### src/rtl/sdram_port_arbiter_if.sv
// Avalon-MM style port bundle shared by the two masters and the SDRAM controller side.
// The master modport drives commands; the slave modport answers them.
interface sdram_port_arbiter_if #(
  parameter int ADDR_W = 25
);
  logic [ADDR_W-1:0] address;
  logic              read;
  logic              write;
  logic [15:0]       writedata;
  logic [1:0]        byteenable;
  logic              waitrequest;
  logic [15:0]       readdata;
  logic              readdatavalid;

  modport master (
    output address, read, write, writedata, byteenable,
    input  waitrequest, readdata, readdatavalid
  );

  modport slave (
    input  address, read, write, writedata, byteenable,
    output waitrequest, readdata, readdatavalid
  );
endinterface

### src/rtl/sdram_port_arbiter.sv
// Two-master SDRAM port arbiter: m0 has priority, m1 is protected by a starve counter,
// and an owner FIFO steers pipelined read data back to the master that issued the read.
module sdram_port_arbiter #(
  parameter int ADDR_W     = 25,
  parameter int MAX_PEND   = 4,
  parameter int STARVE_LIM = 8
) (
  input  logic                 clock,
  input  logic                 reset,
  sdram_port_arbiter_if.slave  m0,
  sdram_port_arbiter_if.slave  m1,
  sdram_port_arbiter_if.master s
);

  localparam int PTR_W = (MAX_PEND > 1) ? $clog2(MAX_PEND) : 1;
  localparam int CNT_W = PTR_W + 1;
  localparam int STV_W = $clog2(STARVE_LIM + 1);

  typedef enum logic [1:0] {
    IDLE = 2'd0,
    OWN0 = 2'd1,
    OWN1 = 2'd2
  } state_t;

  state_t            state;
  logic [STV_W-1:0]  starve;
  logic [CNT_W-1:0]  count;
  logic [PTR_W-1:0]  rd_ptr;
  logic [PTR_W-1:0]  wr_ptr;
  logic              fifo_owner [MAX_PEND];
  logic              rd_error;

  logic              req0, req1, arb_m1;
  logic              grant_valid, grant_m1, own0, own1;
  logic              g_read, g_write, read_blocked;
  logic [ADDR_W-1:0] g_address;
  logic              pop, fifo_ok, accept, push, head;

  // Read wins over write when a master asserts both.
  assign req0   = m0.read | m0.write;
  assign req1   = m1.read | m1.write;
  assign arb_m1 = req1 & (~req0 | (starve == STV_W'(STARVE_LIM)));

  // NOTE: every always_comb output gets a default first so no path can infer a latch.
  always_comb begin
    grant_valid = 1'b0;
    grant_m1    = 1'b0;
    unique case (state)
      OWN0:    grant_valid = 1'b1;
      OWN1: begin
        grant_valid = 1'b1;
        grant_m1    = 1'b1;
      end
      default: begin
        grant_valid = req0 | req1;
        grant_m1    = arb_m1;
      end
    endcase
  end

  assign own0      = grant_valid & ~grant_m1;
  assign own1      = grant_valid &  grant_m1;
  assign g_read    = grant_m1 ? m1.read : m0.read;
  assign g_write   = grant_m1 ? (m1.write & ~m1.read) : (m0.write & ~m0.read);
  assign g_address = grant_m1 ? m1.address : m0.address;

  // A pop in the same cycle frees the slot a full FIFO needs for the new read.
  assign pop          = s.readdatavalid & (count != '0);
  assign fifo_ok      = (count != CNT_W'(MAX_PEND)) | pop;
  assign read_blocked = g_read & ~fifo_ok;

  assign s.address    = g_address;
  assign s.writedata  = grant_m1 ? m1.writedata  : m0.writedata;
  assign s.byteenable = grant_m1 ? m1.byteenable : m0.byteenable;
  assign s.read       = ~reset & grant_valid & g_read & fifo_ok;
  assign s.write      = ~reset & grant_valid & g_write;

  assign accept = (s.read | s.write) & ~s.waitrequest;
  assign push   = s.read & ~s.waitrequest;
  assign head   = fifo_owner[rd_ptr];

  assign m0.waitrequest   = reset | (req0 & ~own0) | (own0 & read_blocked) | s.waitrequest;
  assign m1.waitrequest   = reset | (req1 & ~own1) | (own1 & read_blocked) | s.waitrequest;
  assign m0.readdata      = s.readdata;
  assign m1.readdata      = s.readdata;
  assign m0.readdatavalid = ~reset & pop & ~head;
  assign m1.readdatavalid = ~reset & pop &  head;

  // A command stalled by the controller locks the grant so s_* stays stable until accepted.
  always_ff @(posedge clock or posedge reset) begin
    if (reset) begin
      state    <= IDLE;
      starve   <= '0;
      count    <= '0;
      rd_ptr   <= '0;
      wr_ptr   <= '0;
      rd_error <= 1'b0;
    end else begin
      if ((s.read | s.write) & s.waitrequest)
        state <= grant_m1 ? OWN1 : OWN0;
      else
        state <= IDLE;

      if (~req1 | (accept & grant_m1))
        starve <= '0;
      else if (accept & ~grant_m1 & (starve != STV_W'(STARVE_LIM)))
        starve <= starve + STV_W'(1);

      if (push) wr_ptr <= wr_ptr + PTR_W'(1);
      if (pop)  rd_ptr <= rd_ptr + PTR_W'(1);
      count <= count + CNT_W'(push) - CNT_W'(pop);

      if (s.readdatavalid & (count == '0))
        rd_error <= 1'b1;
    end
  end

  // NOTE: owner storage is not reset; the pointers and count alone define what is valid.
  always_ff @(posedge clock) begin
    if (push) fifo_owner[wr_ptr] <= grant_m1;
  end

endmodule

### src/flat_wrapper.sv
// flat-port wrapper written by rule: the top's interface ports become plain ports
module sdram_port_arbiter_flat 
#(
  parameter int ADDR_W     = 25,
  parameter int MAX_PEND   = 4,
  parameter int STARVE_LIM = 8
)
  (clock, reset, m0_address, m0_read, m0_write, m0_writedata, m0_byteenable, m0_waitrequest, m0_readdata, m0_readdatavalid, m1_address, m1_read, m1_write, m1_writedata, m1_byteenable, m1_waitrequest, m1_readdata, m1_readdatavalid, s_address, s_read, s_write, s_writedata, s_byteenable, s_waitrequest, s_readdata, s_readdatavalid);
  sdram_port_arbiter_if #(.ADDR_W(ADDR_W)) m0_i ();
  sdram_port_arbiter_if #(.ADDR_W(ADDR_W)) m1_i ();
  sdram_port_arbiter_if #(.ADDR_W(ADDR_W)) s_i ();
  input  logic clock;
  input  logic reset;
  input wire logic [$bits(m0_i.address)-1:0] m0_address;
  input wire logic [$bits(m0_i.read)-1:0] m0_read;
  input wire logic [$bits(m0_i.write)-1:0] m0_write;
  input wire logic [$bits(m0_i.writedata)-1:0] m0_writedata;
  input wire logic [$bits(m0_i.byteenable)-1:0] m0_byteenable;
  output wire logic [$bits(m0_i.waitrequest)-1:0] m0_waitrequest;
  output wire logic [$bits(m0_i.readdata)-1:0] m0_readdata;
  output wire logic [$bits(m0_i.readdatavalid)-1:0] m0_readdatavalid;
  input wire logic [$bits(m1_i.address)-1:0] m1_address;
  input wire logic [$bits(m1_i.read)-1:0] m1_read;
  input wire logic [$bits(m1_i.write)-1:0] m1_write;
  input wire logic [$bits(m1_i.writedata)-1:0] m1_writedata;
  input wire logic [$bits(m1_i.byteenable)-1:0] m1_byteenable;
  output wire logic [$bits(m1_i.waitrequest)-1:0] m1_waitrequest;
  output wire logic [$bits(m1_i.readdata)-1:0] m1_readdata;
  output wire logic [$bits(m1_i.readdatavalid)-1:0] m1_readdatavalid;
  output wire logic [$bits(s_i.address)-1:0] s_address;
  output wire logic [$bits(s_i.read)-1:0] s_read;
  output wire logic [$bits(s_i.write)-1:0] s_write;
  output wire logic [$bits(s_i.writedata)-1:0] s_writedata;
  output wire logic [$bits(s_i.byteenable)-1:0] s_byteenable;
  input wire logic [$bits(s_i.waitrequest)-1:0] s_waitrequest;
  input wire logic [$bits(s_i.readdata)-1:0] s_readdata;
  input wire logic [$bits(s_i.readdatavalid)-1:0] s_readdatavalid;
  assign m0_i.address = m0_address;
  assign m0_i.read = m0_read;
  assign m0_i.write = m0_write;
  assign m0_i.writedata = m0_writedata;
  assign m0_i.byteenable = m0_byteenable;
  assign m0_waitrequest = m0_i.waitrequest;
  assign m0_readdata = m0_i.readdata;
  assign m0_readdatavalid = m0_i.readdatavalid;
  assign m1_i.address = m1_address;
  assign m1_i.read = m1_read;
  assign m1_i.write = m1_write;
  assign m1_i.writedata = m1_writedata;
  assign m1_i.byteenable = m1_byteenable;
  assign m1_waitrequest = m1_i.waitrequest;
  assign m1_readdata = m1_i.readdata;
  assign m1_readdatavalid = m1_i.readdatavalid;
  assign s_address = s_i.address;
  assign s_read = s_i.read;
  assign s_write = s_i.write;
  assign s_writedata = s_i.writedata;
  assign s_byteenable = s_i.byteenable;
  assign s_i.waitrequest = s_waitrequest;
  assign s_i.readdata = s_readdata;
  assign s_i.readdatavalid = s_readdatavalid;
  sdram_port_arbiter #(.ADDR_W(ADDR_W), .MAX_PEND(MAX_PEND), .STARVE_LIM(STARVE_LIM)) u_core (.clock(clock), .reset(reset), .m0(m0_i), .m1(m1_i), .s(s_i));
endmodule
### config.mk
export PLATFORM = sky130hd
export DESIGN_NAME = sdram_port_arbiter_flat
export DESIGN_NICKNAME = d
export VERILOG_FILES = /design/src/rtl/sdram_port_arbiter_if.sv /design/src/rtl/sdram_port_arbiter.sv /design/src/flat_wrapper.sv
export SDC_FILE = /design/constraint.sdc
export NUM_CORES = 1
export LEC_CHECK = 0
export BUFFER_PORTS_ARGS = -buffer_cell sky130_fd_sc_hd__buf_2
export CAP_MARGIN = 0
export CORE_MARGIN = 3
export CORE_UTILIZATION = 36
export DETAILED_ROUTE_END_ITERATION = 12
export PLACE_DENSITY = 0.84
export SLEW_MARGIN = 10
export SYNTH_ARGS = -nofsm -noshare
export SYNTH_HDL_FRONTEND = slang
export SYNTH_SLANG_ARGS = --single-unit
### constraint.sdc
create_clock -name clock -period 2.8 [get_ports clock]
set_input_delay 0.14 -clock clock [delete_from_list [all_inputs] [get_ports clock]]
set_output_delay 0.14 -clock clock [all_outputs]
set_load 0.02 [all_outputs]
* After elaboration in Yosys (flattened, before gate mapping)
Memories as Yosys holds them, arrays and structs flattened. Index checks and enable logic that the tools add are counted.
Storage, ports and cells: bits in read-only memories 0, logic and storage cells 80, register bits 13, memories kept 1, input bits 110, latch bits 0, bits in writable memories 4, output and inout port bits 81
Memories:
- u_core.fifo_owner | depth 4, bits a word 1, rd ports 1, clocked after Yosys merged registers in 0, wr ports 1, RTL line sdram_port_arbiter.sv:30 | logic fifo_owner [MAX_PEND];
Operators by class: multipliers 0, divide/modulo/power cells 0, magnitude comparators 0, reduce and logical (&&, ||, !) cells 3, bitwise logic cells 48, muxes and demuxes 13, equal/unequal tests 5, $add $sub $neg 5, shift-type cells 0
Operator list (number):
- $mux W25 | 1
- $and A1 B1 Y1 | 24
- $mux W16 | 1
- $or A1 B1 Y1 | 13
- $not A1 Y1 | 11
- $mux W4 | 2
- $mux W2 | 3
- $mux W1 | 5
- $add A2 B1 Y2 const B | 2
- $add A4 B1 Y4 const B | 1
- $eq A4 B4 Y1 const B | 1
- $ne A4 B4 Y1 const B | 1
- $add A3 B1 Y3 | 1
- $ne A3 B3 Y1 const B | 1
- $reduce_bool A3 Y1 | 1
- $sub A3 B1 Y3 | 1
- $eq A2 B1 Y1 const B | 1
- $eq A2 B2 Y1 const B | 1
- $pmux W1 S2 | 1
- $reduce_bool A2 Y1 | 1
- $reduce_or A2 Y1 | 1

* Longest topological paths before layout
Gate-level depths: netlist of run 1.
word-level depth 14, depth in mapped cells 9, mapped depth without buffers 9

* Least setup slack after synthesis of run 1
OpenSTA, ideal clock, no wires.
kind reg-to-reg, start reg u_core.state[0], end reg u_core.count[2], buffers on the path 0, setup slack 0.442 ns, cell stages (with the launch flop) 10, period minus slack after synthesis 2.358 ns, data required time 2.677 ns, arrival 2.235 ns, library setup time 0.123 ns, cell sequence dfrtp_1 inv_1 ha_1 nor2b_1 a2bb2oi_1 mux2i_1 nor4_4 ha_1 fa_1 xnor2_1
On the way: longest elaborated chain between the ends 9, elaborated cells between the ends (all ways) 12, classes of those cells add/sub (2); eq/ne (2); mux (3); bitwise (4); reduce/logical (1)
RTL lines:
- from (decl) | RTL line sdram_port_arbiter.sv:25 | state_t state;
- from (signal assigned) | RTL line sdram_port_arbiter.sv:100 | state <= grant_m1 ? OWN1 : OWN0;
- $eq A2 B1 Y1 or $eq A2 B2 Y1 (tied branches) | RTL line sdram_port_arbiter.sv:48 | unique case (state)
- $reduce_or A2 Y1 (no line)
- $mux W1 | RTL line sdram_port_arbiter.sv:48
- $and A1 B1 Y1 | RTL line sdram_port_arbiter.sv:75 | assign s.read = ~reset & grant_valid & g_read & fifo_ok;
- $and A1 B1 Y1 * (2 in series) | RTL line sdram_port_arbiter.sv:75
- $and A1 B1 Y1 * | RTL line sdram_port_arbiter.sv:79 | assign push = s.read & ~s.waitrequest;
- named net u_core.push | RTL line sdram_port_arbiter.sv:37 | logic pop, fifo_ok, accept, push, head;
- $add A3 B1 Y3 * | RTL line sdram_port_arbiter.sv:111 | count <= count + CNT_W'(push) - CNT_W'(pop);
- $sub A3 B1 Y3 * | RTL line sdram_port_arbiter.sv:111
- to (signal assigned) | RTL line sdram_port_arbiter.sv:111
- to (decl) | RTL line sdram_port_arbiter.sv:27 | logic [CNT_W-1:0] count;
The timed path passes the listed nets; every way through them passes the cells marked *. A chain may end at the register's enable or synchronous reset.

* Worst setup path after layout of run 1
start reg u_core.state[1], end out s_writedata[6]
On the way: longest elaborated chain between the ends 3, elaborated cells between the ends (all ways) 4, classes of those cells eq/ne (2); mux (2)
RTL lines:
- $eq A2 B2 Y1 or $eq A2 B1 Y1 (tied branches) | RTL line sdram_port_arbiter.sv:48
- $pmux W1 S2 * | RTL line sdram_port_arbiter.sv:48
- $mux W16 * | RTL line sdram_port_arbiter.sv:73 | assign s.writedata = grant_m1 ? m1.writedata : m0.writedata;
- to (decl) | RTL line flat_wrapper.sv:33 | output wire logic [$bits(s_i.writedata)-1:0] s_writedata;
Mark *: on every way between the ends. The rest lies on a longest branch, timed or not.

==> results of run 1 <==
power groups by stage:
| stage | sequential (mW) | clock, mW | combinational [mW] |
|---|---|---|---|
| 4_1_cts | 0.390 | 0.196 | 0.726 |
| 2_1_floorplan | 0.381 | 0 | 0.557 |
| 6_report | 0.390 | 0.190 | 0.714 |
| 5_1_grt | 0.398 | 0.206 | 0.785 |
| 3_5_place_dp | 0.395 | 0 | 0.720 |
| 3_3_place_gp | 0.389 | 0 | 0.689 |
layer usage:
metal | vias to the layer above | routed length [µm]
met3 | 12 | 512
li1 | 814 | -
met2 | 91 | 2670
met4 | 0 | 108
met1 | 762 | 2010
met5 | - | 0
worst reg2reg max path: cells and delay by family, from the launching register on:
family	cells	cell delay [ns]
flip-flops	1	0.37
adder cells (fa/ha/maj)	3	0.93
AO/OA/AOI/OAI	1	0.23
XOR/XNOR	1	0.14
multiplexers	1	0.36
AND/OR/NAND/NOR	2	0.37
metrics by stage:
stage,power [mW],cell area [µm²],hold WS (ns),utilization (%),std cells
6_report,1.29,2410,0.00542,50.1,356
5_1_grt,1.39,2410,0.0791,50.1,356
4_1_cts,1.31,2410,0.0210,50.1,356
3_5_place_dp,1.11,2360,0.280,49.1,352
3_3_place_gp,1.08,2360,0.280,49.1,352
2_1_floorplan,0.939,1820,0.242,-,181
cell families after synthesis:
| family | share of synthesized area (%) |
|---|---|
| AO/OA/AOI/OAI | 7.16 |
| buffers and inverters | 18.2 |
| XOR/XNOR | 2.41 |
| adder cells (fa/ha/maj) | 7.30 |
| flip-flops | 24.5 |
| AND/OR/NAND/NOR | 10.6 |
| multiplexers | 29.9 |
state kept, by name, indices dropped and copies added, names as in the netlist:
register and cells:
u_core.state 2, u_core.rd_ptr 2, u_core.wr_ptr 2, u_core.starve 4, u_core.count 3, u_core.fifo_owner 4
area by class of cell:
class | count | area [µm²] | area share, %
multi-input combinational | 111 | 1060 | 43.9
timing repair buffer | 144 | 726 | 30.1
sequential | 17 | 445 | 18.5
tap | 67 | 83.8 | 3.48
inverter | 13 | 48.8 | 2.02
clock buffer | 3 | 41.3 | 1.71
clock inverter | 1 | 7.51 | 0.311
how the worst max path moves through the flow:
| stage | start | endpoint | cells after the start |
|---|---|---|---|
| 5_1_grt | u_core.state[0] | s_writedata[6] | 7 |
| 3_3_place_gp | u_core.state[0] | u_core.count[2] | 9 |
| 2_1_floorplan | u_core.state[0] | u_core.count[2] | 9 |
| 3_5_place_dp | u_core.state[1] | u_core.count[2] | 8 |
| 6_report | u_core.state[1] | s_writedata[6] | 6 |
| 4_1_cts | u_core.state[1] | s_writedata[9] | 6 |
cell usage in the layout (no fill, tap or decap), types with 2 or more instances in the layout:
| cell | count |
|---|---|
| a21oi_1 | 3 |
| and2_1 | 4 |
| buf_2 | 142 |
| buf_4 | 2 |
| clkbuf_8 | 3 |
| dfrtp_1 | 13 |
| edfxtp_1 | 4 |
| ha_1 | 9 |
| inv_1 | 13 |
| mux2_1 | 17 |
| mux2_2 | 27 |
| nand2_1 | 2 |
| nand3b_1 | 2 |
| nor2_1 | 8 |
| nor2b_1 | 2 |
| nor3_1 | 5 |
| o21a_1 | 2 |
| o21ai_1 | 2 |
| o31ai_1 | 4 |
| xnor2_1 | 4 |
==> metrics.cfg, run 1 <==
[run_status]
status=completed

[sta]
setup_slack_ns=0.221
drv_slew=0
fin_crit_sh_pct=92.1
finalSetupTns_ns=0
setup_viol=0
finalHoldViolations=0
post-route-min-period_ns=2.58
worst_slew_pin_slew_ns=0.556
max_freq_mhz=388
slew_headroom_pct=62.9
fin_skew_ns=0.00996
grt_setup_unrepaired=false

[power_and_ir_drop]
swShare_pct=41.7
peakVddDrop_mv=0.248
p_seq_share_pct=30.1
power_leakage_nw=1.22
p_comb_share_pct=55.2
powerDensity_mw_per_mm2=537
p_sw_uw=540
p_clk_share_pct=14.7
internal_power_uw=755

[grt]
grt_pass1_vias=1756
grt_first_pass_wirelength_mm=8.25
grt_util_met2_pct=28.5
grt_util_met3_pct=5.16
grt_max_degree=41
antenna_found_initial=0
grt_use_total_pct=16.9
grt-busiest-layer=met2
met1_usage_pct=20.4
gr-total-overflow=0

[clock_network]
numCtsBuffers=3
htreeDepth=1
postCtsHoldBufs=0
cts_setup_buffers=0
clockRootBuffer=clkbuf_8
cts_buffer_depth=2
clk_pin_slew_ns=0.08
cts_tree=done
cts_num_sinks=17
ctsResizeCount=0
worstSkewPairLatency_ns=0.26

[route]
routed_wl_mm=5.30
num_vias=1679
wl_per_cell_um=14.9
first_iter_violations=67
antenna_left=0
first_pass_iters=4
viasPerCell=4.72
drc_errors=0

[logic_synthesis]
synth.net_count=301
synth_area_leader_cell=dfrtp_1
synthArstFlopShare_pct=76.5
synthTopCellsByCount=buf_4, mux2_2, mux2_1, dfrtp_1, inv_1
yosys_register_bits=17
syn_avg_cell_area_um2=10.0
synth-edff-count=4
yosysWarnings=0
synth_area_leaders=dfrtp_1, mux2_2, buf_4
yosys_most_used_dff=dfrtp_1
seq_area_frac_synth_pct=24.5
synth_top_area_share_pct=17.9
synth_most_common_cell=buf_4
synthesis.area_mm2=0.00182
synth_cell_types=40
synthCells=181

[die]
die_y_um=77.1
row_count=25
die_w_um=77.1
initial_core_util_pct=37.7
core_mm2=0.00482
die_area_mm2=0.00594
ios=191

[layout]
drive_above_1_share_pct=62.6
fillers=466
final_nets=410
syn_to_final_growth_pct=32.7
diodes=0

[critical_path]
timing.rr.start=u_core.state[1]
r2r_end=u_core.count[2]
worstPathArrival_ns=2.44
crit_family=buffers and inverters
critPathSlowestCell=buf_4
path_cells=ha_1 -> nor2b_1 -> a2bb2oi_4 -> buf_4 -> mux2_2 -> buf_2
start_kind=flip-flop
crit_buf_inv=2
r2r_slack_ns=0.31
reg2reg_depth=8
cp.required_ns=2.66
cp_max_fo=40
slowest_delay_ns=0.44
endpoint_kind=output pin
path_class=reg -> out

[place]
pre_cts_ws_ns=0.309
hpwl_mm=4.50
portBuffers=142
routabilityCongestion=0.820

[hold_path]
hp-class=in -> async

[flow_run]
drv_cap=0

Note: power is estimated with default switching activity, not from simulation.
==> inputs of run 2 (changes only) <==
BUFFER_PORTS_ARGS = unset   (was -buffer_cell sky130_fd_sc_hd__buf_2)
CORE_AREA = 3 3 72 74   (was unset)
CORE_MARGIN = unset   (was 3)
CORE_UTILIZATION = unset   (was 36)
DIE_AREA = 0 0 75 77   (was unset)
DONT_BUFFER_PORTS = 1   (was unset)
PLACE_DENSITY = 0.55   (was 0.84)
==> metrics.cfg, run 2 (synthesis results as in run 1) <==
[critical_path]
startpoint=u_core.state[1]
cp.required_ns=2.66  ; about the same
start_kind=flip-flop
worstPathArrival_ns=2.53  ; +0.09 ns
endpoint_kind=output pin
timing.rr.start=u_core.state[1]
path_class=reg -> out
reg2reg_depth=8  ; unchanged
r2r_end=u_core.count[2]
r2r_slack_ns=0.38  ; +0.07 ns
cp_max_fo=56  ; +40%
cp-endpoint=s_writedata[10]

[die]
die_w_um=75  ; -2.7%
die_area_mm2=0.00578  ; -2.8%
ios=191  ; unchanged
initial_core_util_pct=39.0  ; +1.3 points
row_count=25  ; unchanged
core_mm2=0.00466  ; -3.2%
die_y_um=77  ; about the same

[sta]
finalHoldViolations=0  ; unchanged
worst_slew_pin_slew_ns=0.637  ; +0.0809 ns
finalSetupTns_ns=0  ; unchanged
fin_skew_ns=0.0106  ; +0.000684 ns
fin_crit_sh_pct=95.4  ; +3.3 points
max_freq_mhz=374  ; -3.4%
setup_slack_ns=0.129  ; -0.0922 ns
slew_headroom_pct=57.2  ; -5.7 points
grt_setup_unrepaired=false
setup_viol=0  ; unchanged
drv_slew=0  ; unchanged
post-route-min-period_ns=2.67  ; +0.0922 ns

[layout]
reg.largest.list=u_core.fifo_owner x4, u_core.starve x4, u_core.count x3
final_common_cell=mux2_2
final_nets=271  ; -34%
final_cell_mix=mux2_2, mux2_1, inv_1, dfrtp_1, ha_1
diodes=0  ; unchanged
fillers=457  ; -1.9%
syn_to_final_growth_pct=-5.78
drive_above_1_share_pct=26.7  ; -36 points

[route]
drc_errors=0  ; unchanged
first_pass_iters=4  ; unchanged
first_iter_violations=58  ; -13%
routed_wl_mm=5.07  ; -4.2%
antenna_left=0  ; unchanged
wl_per_cell_um=24.9  ; +67%
num_vias=1248  ; -26%
viasPerCell=6.12  ; +30%

[place]
hpwl_mm=4.07  ; -9.6%
pre_cts_ws_ns=0.377  ; +0.0677 ns
portBuffers=0  ; -100%
routabilityCongestion=0.819  ; about the same

[power_and_ir_drop]
peakVddDrop_mv=0.212  ; -15%
power_leakage_nw=0.676  ; -45%
powerDensity_mw_per_mm2=677  ; +26%
total_power_mw=1.16  ; -10%

[clock_network]
clockRootBuffer=clkbuf_8
cts_setup_buffers=0  ; unchanged
worstSkewPairLatency_ns=0.26  ; about the same
postCtsHoldBufs=2  ; +2
cts_buffer_depth=2  ; unchanged
clk_pin_slew_ns=0.06  ; -0.02 ns
cts_num_sinks=17  ; unchanged
numCtsBuffers=3  ; unchanged
ctsResizeCount=0  ; unchanged
cts_tree=done
htreeDepth=1  ; unchanged

[grt]
grt_max_degree=57  ; +39%
grt_pass1_vias=1240  ; -29%
antenna_found_initial=0  ; unchanged
grt_first_pass_wirelength_mm=6.91  ; -16%
grt_use_total_pct=15.9  ; -0.96 points
gr-total-overflow=0  ; unchanged

[run_status]
status=completed

[flow_run]
drv_cap=0  ; unchanged

[hold_path]
hp-class=in -> reg

[run 2: changes by cell type in the layout (fill, tap and decap cells not counted)]
cell / delta
buf_4: +1
buf_2: -142
dlygate4sd3_1: +2
[run 2: worst max-delay path, stage by stage (launching register included)]
cell and delay, ns:
dfrtp_1 0.37, ha_1 0.30, nor2b_1 0.26, a2bb2oi_4 0.23
buf_4 0.56, mux2_1 0.51
[run 2: power breakdown]
| part | switching (mW) | internal [mW] |
|---|---|---|
| Combinational | 0.344 | 0.232 |
| Clock | 0.0913 | 0.100 |
| Sequential | 0.0678 | 0.323 |
[run 2: through the flow]
stage,hold WS (ns),cells,util [%],instance area [µm²]
final,0.0279,204,36.8,1710
after detailed placement,0.113,198,35.3,1640
after CTS,0.0237,204,36.8,1710
after global routing,0.0440,204,36.8,1710
after global placement,0.102,198,35.3,1640
after floorplan,0.242,181,-,1820
[run 2: worst min-delay path by stage]
stage | start | end | slack (ns) | cells after the start
floorplan | reset | u_core.count[0] | 0.24 | 2
global placement | reset | u_core.count[2] | 0.10 | 1
detailed placement | reset | u_core.count[0] | 0.11 | 1
CTS | s_waitrequest | u_core.state[0] | 0.02 | 2
global route | s_waitrequest | u_core.state[0] | 0.04 | 2
finish | s_waitrequest | u_core.state[0] | 0.03 | 2
[run 2: routing by layer]
metal  track usage, %  vias up  part of all wire (%)
li1                 -      539                     -
met1             23.4      582                    43
met2             22.0      101                    44
met3             4.19       26                    12
met4             5.69        0                   2.1
met5                0        -                     0
[run 2: layout make-up]
type / count / area [µm²] / share of cell area, %
Clock buffer: 3 / 41.3 / 2.41
Clock inverter: 1 / 7.51 / 0.438
Inverter: 13 / 48.8 / 2.85
Multi-Input combinational cell: 111 / 1060 / 61.9
Sequential cell: 17 / 445 / 26.0
Tap cell: 54 / 67.6 / 3.94
Timing Repair Buffer: 5 / 42.5 / 2.48
==> inputs of run 3 (changes only) <==
ABC_AREA = 1   (was unset)
CORE_AREA = 3 3 74 76   (was 3 3 72 74)
DIE_AREA = 0 0 77 79   (was 0 0 75 77)
PLACE_DENSITY = 0.54   (was 0.55)
==> metrics.cfg, run 3 <==
[critical_path]
r2r_end=u_core.count[2]
worstPathArrival_ns=2.41  ; -0.12 ns
start_kind=flip-flop
timing.rr.start=u_core.state[1]
cpMostUsedCell=inv_1
endpoint_kind=output pin
cp.required_ns=2.66  ; about the same
reg2reg_depth=11  ; +3
slowest_delay_ns=0.37  ; -0.19 ns
r2r_slack_ns=0.49  ; +0.11 ns
critPathSlowestCell=dfrtp_1
path_cells=ha_1 -> inv_1 -> nor2_1 -> nand2_1 -> nand2_2 -> buf_6 -> inv_1 -> buf_4 -> nor2_1 -> inv_1 -> nand4_1 -> buf_4
cp_max_fo=48  ; -14%
path_class=reg -> out

[layout]
reg.largest.list=u_core.fifo_owner x4, u_core.starve x4, u_core.count x3
diodes=0  ; unchanged
final_nets=398  ; +47%
syn_to_final_growth_pct=-5.56
multi_input_area_mm2=0.00102  ; -3.3%
fillers=528  ; +16%
final_common_cell=nand2_1
drive_above_1_share_pct=8.66  ; -18 points
final_cell_mix=nand2_1, inv_1, nor2_1, dfrtp_1, ha_1
register_area_um2=445  ; unchanged

[clock_network]
cts_num_sinks=17  ; unchanged
worstSkewPairLatency_ns=0.25  ; about the same
htreeDepth=1  ; unchanged
cts_setup_buffers=0  ; unchanged
cts_tree=done
cts_buffer_depth=2  ; unchanged
clk_pin_slew_ns=0.07  ; about the same
numCtsBuffers=3  ; unchanged
clockRootBuffer=clkbuf_8

[run_status]
status=completed

[die]
die_w_um=77  ; +2.7%
initial_core_util_pct=39.5  ; +0.50 points
die_area_mm2=0.00608  ; +5.3%
row_count=25  ; unchanged
die_y_um=79  ; +2.6%
ios=191  ; unchanged
core_mm2=0.00479  ; +2.7%

[route]
viasPerCell=4.74  ; -22%
drc_errors=0  ; unchanged
first_iter_violations=99  ; +71%
wl_per_cell_um=14.9  ; -40%
num_vias=1631  ; +31%
routed_wl_mm=5.14  ; +1.3%
antenna_left=0  ; unchanged
first_pass_iters=4  ; unchanged

[logic_synthesis]
synth_cell_types=28  ; -30%
synth_top_area_share_pct=30.2  ; +12 points
synthesis.area_mm2=0.00189  ; +4.0%
syn_avg_cell_area_um2=6.14  ; -39%
synthArstFlopShare_pct=76.5  ; unchanged
yosys_most_used_dff=dfrtp_1
synthCells=308  ; +70%
synthTopCellsByCount=nand2_1, buf_4, inv_1, nor2_1, dfrtp_1
synth_most_common_cell=nand2_1
yosysWarnings=0  ; unchanged
synth_area_leaders=nand2_1, dfrtp_1, buf_4
seq_area_frac_synth_pct=23.6  ; -0.94 points
synth_area_leader_cell=nand2_1
yosys_register_bits=17  ; unchanged
synth-edff-count=4  ; unchanged
synth.net_count=428  ; +42%

[power_and_ir_drop]
peakVddDrop_mv=0.441  ; +110%
powerDensity_mw_per_mm2=1160  ; +71%
power_leakage_nw=1.05  ; +56%

[grt]
grt_pass1_vias=1546  ; +25%
gr-total-overflow=0  ; unchanged
grt_use_total_pct=16.5  ; +0.52 points
antenna_found_initial=0  ; unchanged
grt_max_degree=49  ; -14%
grt_first_pass_wirelength_mm=7.94  ; +15%

[sta]
finalSetupTns_ns=0  ; unchanged
slew_headroom_pct=55.7  ; -1.5 points
worst_slew_pin_slew_ns=0.663  ; +0.0261 ns
max_freq_mhz=392  ; +4.8%
grt_setup_unrepaired=false
drv_slew=0  ; unchanged
whs_ns=0.0465  ; +0.0186 ns
post-route-min-period_ns=2.55  ; -0.123 ns
setup_viol=0  ; unchanged
fin_crit_sh_pct=91.0  ; -4.4 points
fin_skew_ns=0.00337  ; -0.00727 ns
setup_slack_ns=0.252  ; +0.123 ns
finalHoldViolations=0  ; unchanged

[hold_path]
hold_depth=2  ; unchanged
hp-class=in -> reg
hp-start=s_waitrequest
hold_path_end=u_core.state[1]

[place]
pre_cts_ws_ns=0.414  ; +0.0369 ns
portBuffers=0  ; unchanged
hpwl_mm=4.41  ; +8.2%
routabilityCongestion=0.824  ; +0.60%

[flow_run]
drv_cap=0  ; unchanged

==> run 3: changes by cell type in the layout (fill, tap and decap cells not counted), moves of 4 or more <==
cell     previous run  this run
nor3_1              5         1
o31ai_1             4         0
nand2_1             2       152
nor2_1              8        14
mux2_2             27         0
nand3_1             1         8
and2_1              4         0
nand2_2             0         4
xor2_1              1         5
inv_1              13        32
mux2_1             17         0
==> run 3: cell families after synthesis <==
group / after synthesis / synth area share (%)
buffers and inverters: 76 / 22.2
AOI/OAI and AO/OA: 9 / 2.85
DFF: 17 / 23.6
xor gates and xnor gates: 6 / 2.78
and+or+nand+nor: 190 / 41.6
adders and majority gates: 10 / 7.02
==> run 3: final cells by class <==
type | instances | share of cell area, %
sequential | 17 | 24.9
tap | 67 | 4.70
multi-input combinational | 215 | 57.4
clock buffer | 4 | 2.52
inverter | 34 | 7.15
timing repair buffer | 7 | 3.29
==> run 3: routing by layer <==
layer | track usage [%] | up-vias | part of all wire, %
li1 | - | 828 | -
met1 | 19.1 | 725 | 39
met2 | 29.5 | 76 | 53
met3 | 3.74 | 2 | 7.7
met4 | 6.23 | 0 | 0.12
met5 | 0 | - | 0
==> run 3: how the worst max path moves through the flow <==
stage | end | start | slack, ns
4_1_cts | m1_waitrequest | u_core.state[1] | 0.13
3_3_place_gp | m1_waitrequest | u_core.state[1] | 0.47
5_1_grt | m1_waitrequest | u_core.state[1] | 0.03
3_5_place_dp | m1_waitrequest | u_core.state[1] | 0.41
2_1_floorplan | u_core.count[2] | u_core.state[1] | 0.62
6_report | m1_waitrequest | u_core.state[1] | 0.25
==> run 3: worst max-delay path, delay by kind of cell, from the launching register on <==
family	cells	cell delay (ns)
buf+inv	6	0.92
fa+ha+maj	1	0.34
simple gates	5	0.52
flops	1	0.37
==> run 3: per-stage QoR <==
step                      std cells  util, %  area [µm²]  total power [mW]
final                           344     37.3        1790              2.06
after global placement          339     36.1        1730              1.87
after floorplan                 308        -        1890              1.73
after global routing            344     37.3        1790              2.28
after CTS                       344     37.2        1780              2.09
after detailed placement        339     36.1        1730              1.90
==> run 3: timing repair <==
item                                    CTS  global route
endpoints found under the setup margin    0             1
hold buffers                              1             0
gates resized for setup                   0             1
endpoints found under the hold margin    13             0
==> run 3: power breakdown <==
| group | leakage (nW) | switching [mW] | total, mW | internal (mW) |
|---|---|---|---|---|
| registers | 0.199 | 0.0587 | 0.411 | 0.352 |
| clock network | 0.0228 | 0.0819 | 0.183 | 0.101 |
| logic | 0.832 | 1.12 | 1.47 | 0.344 |
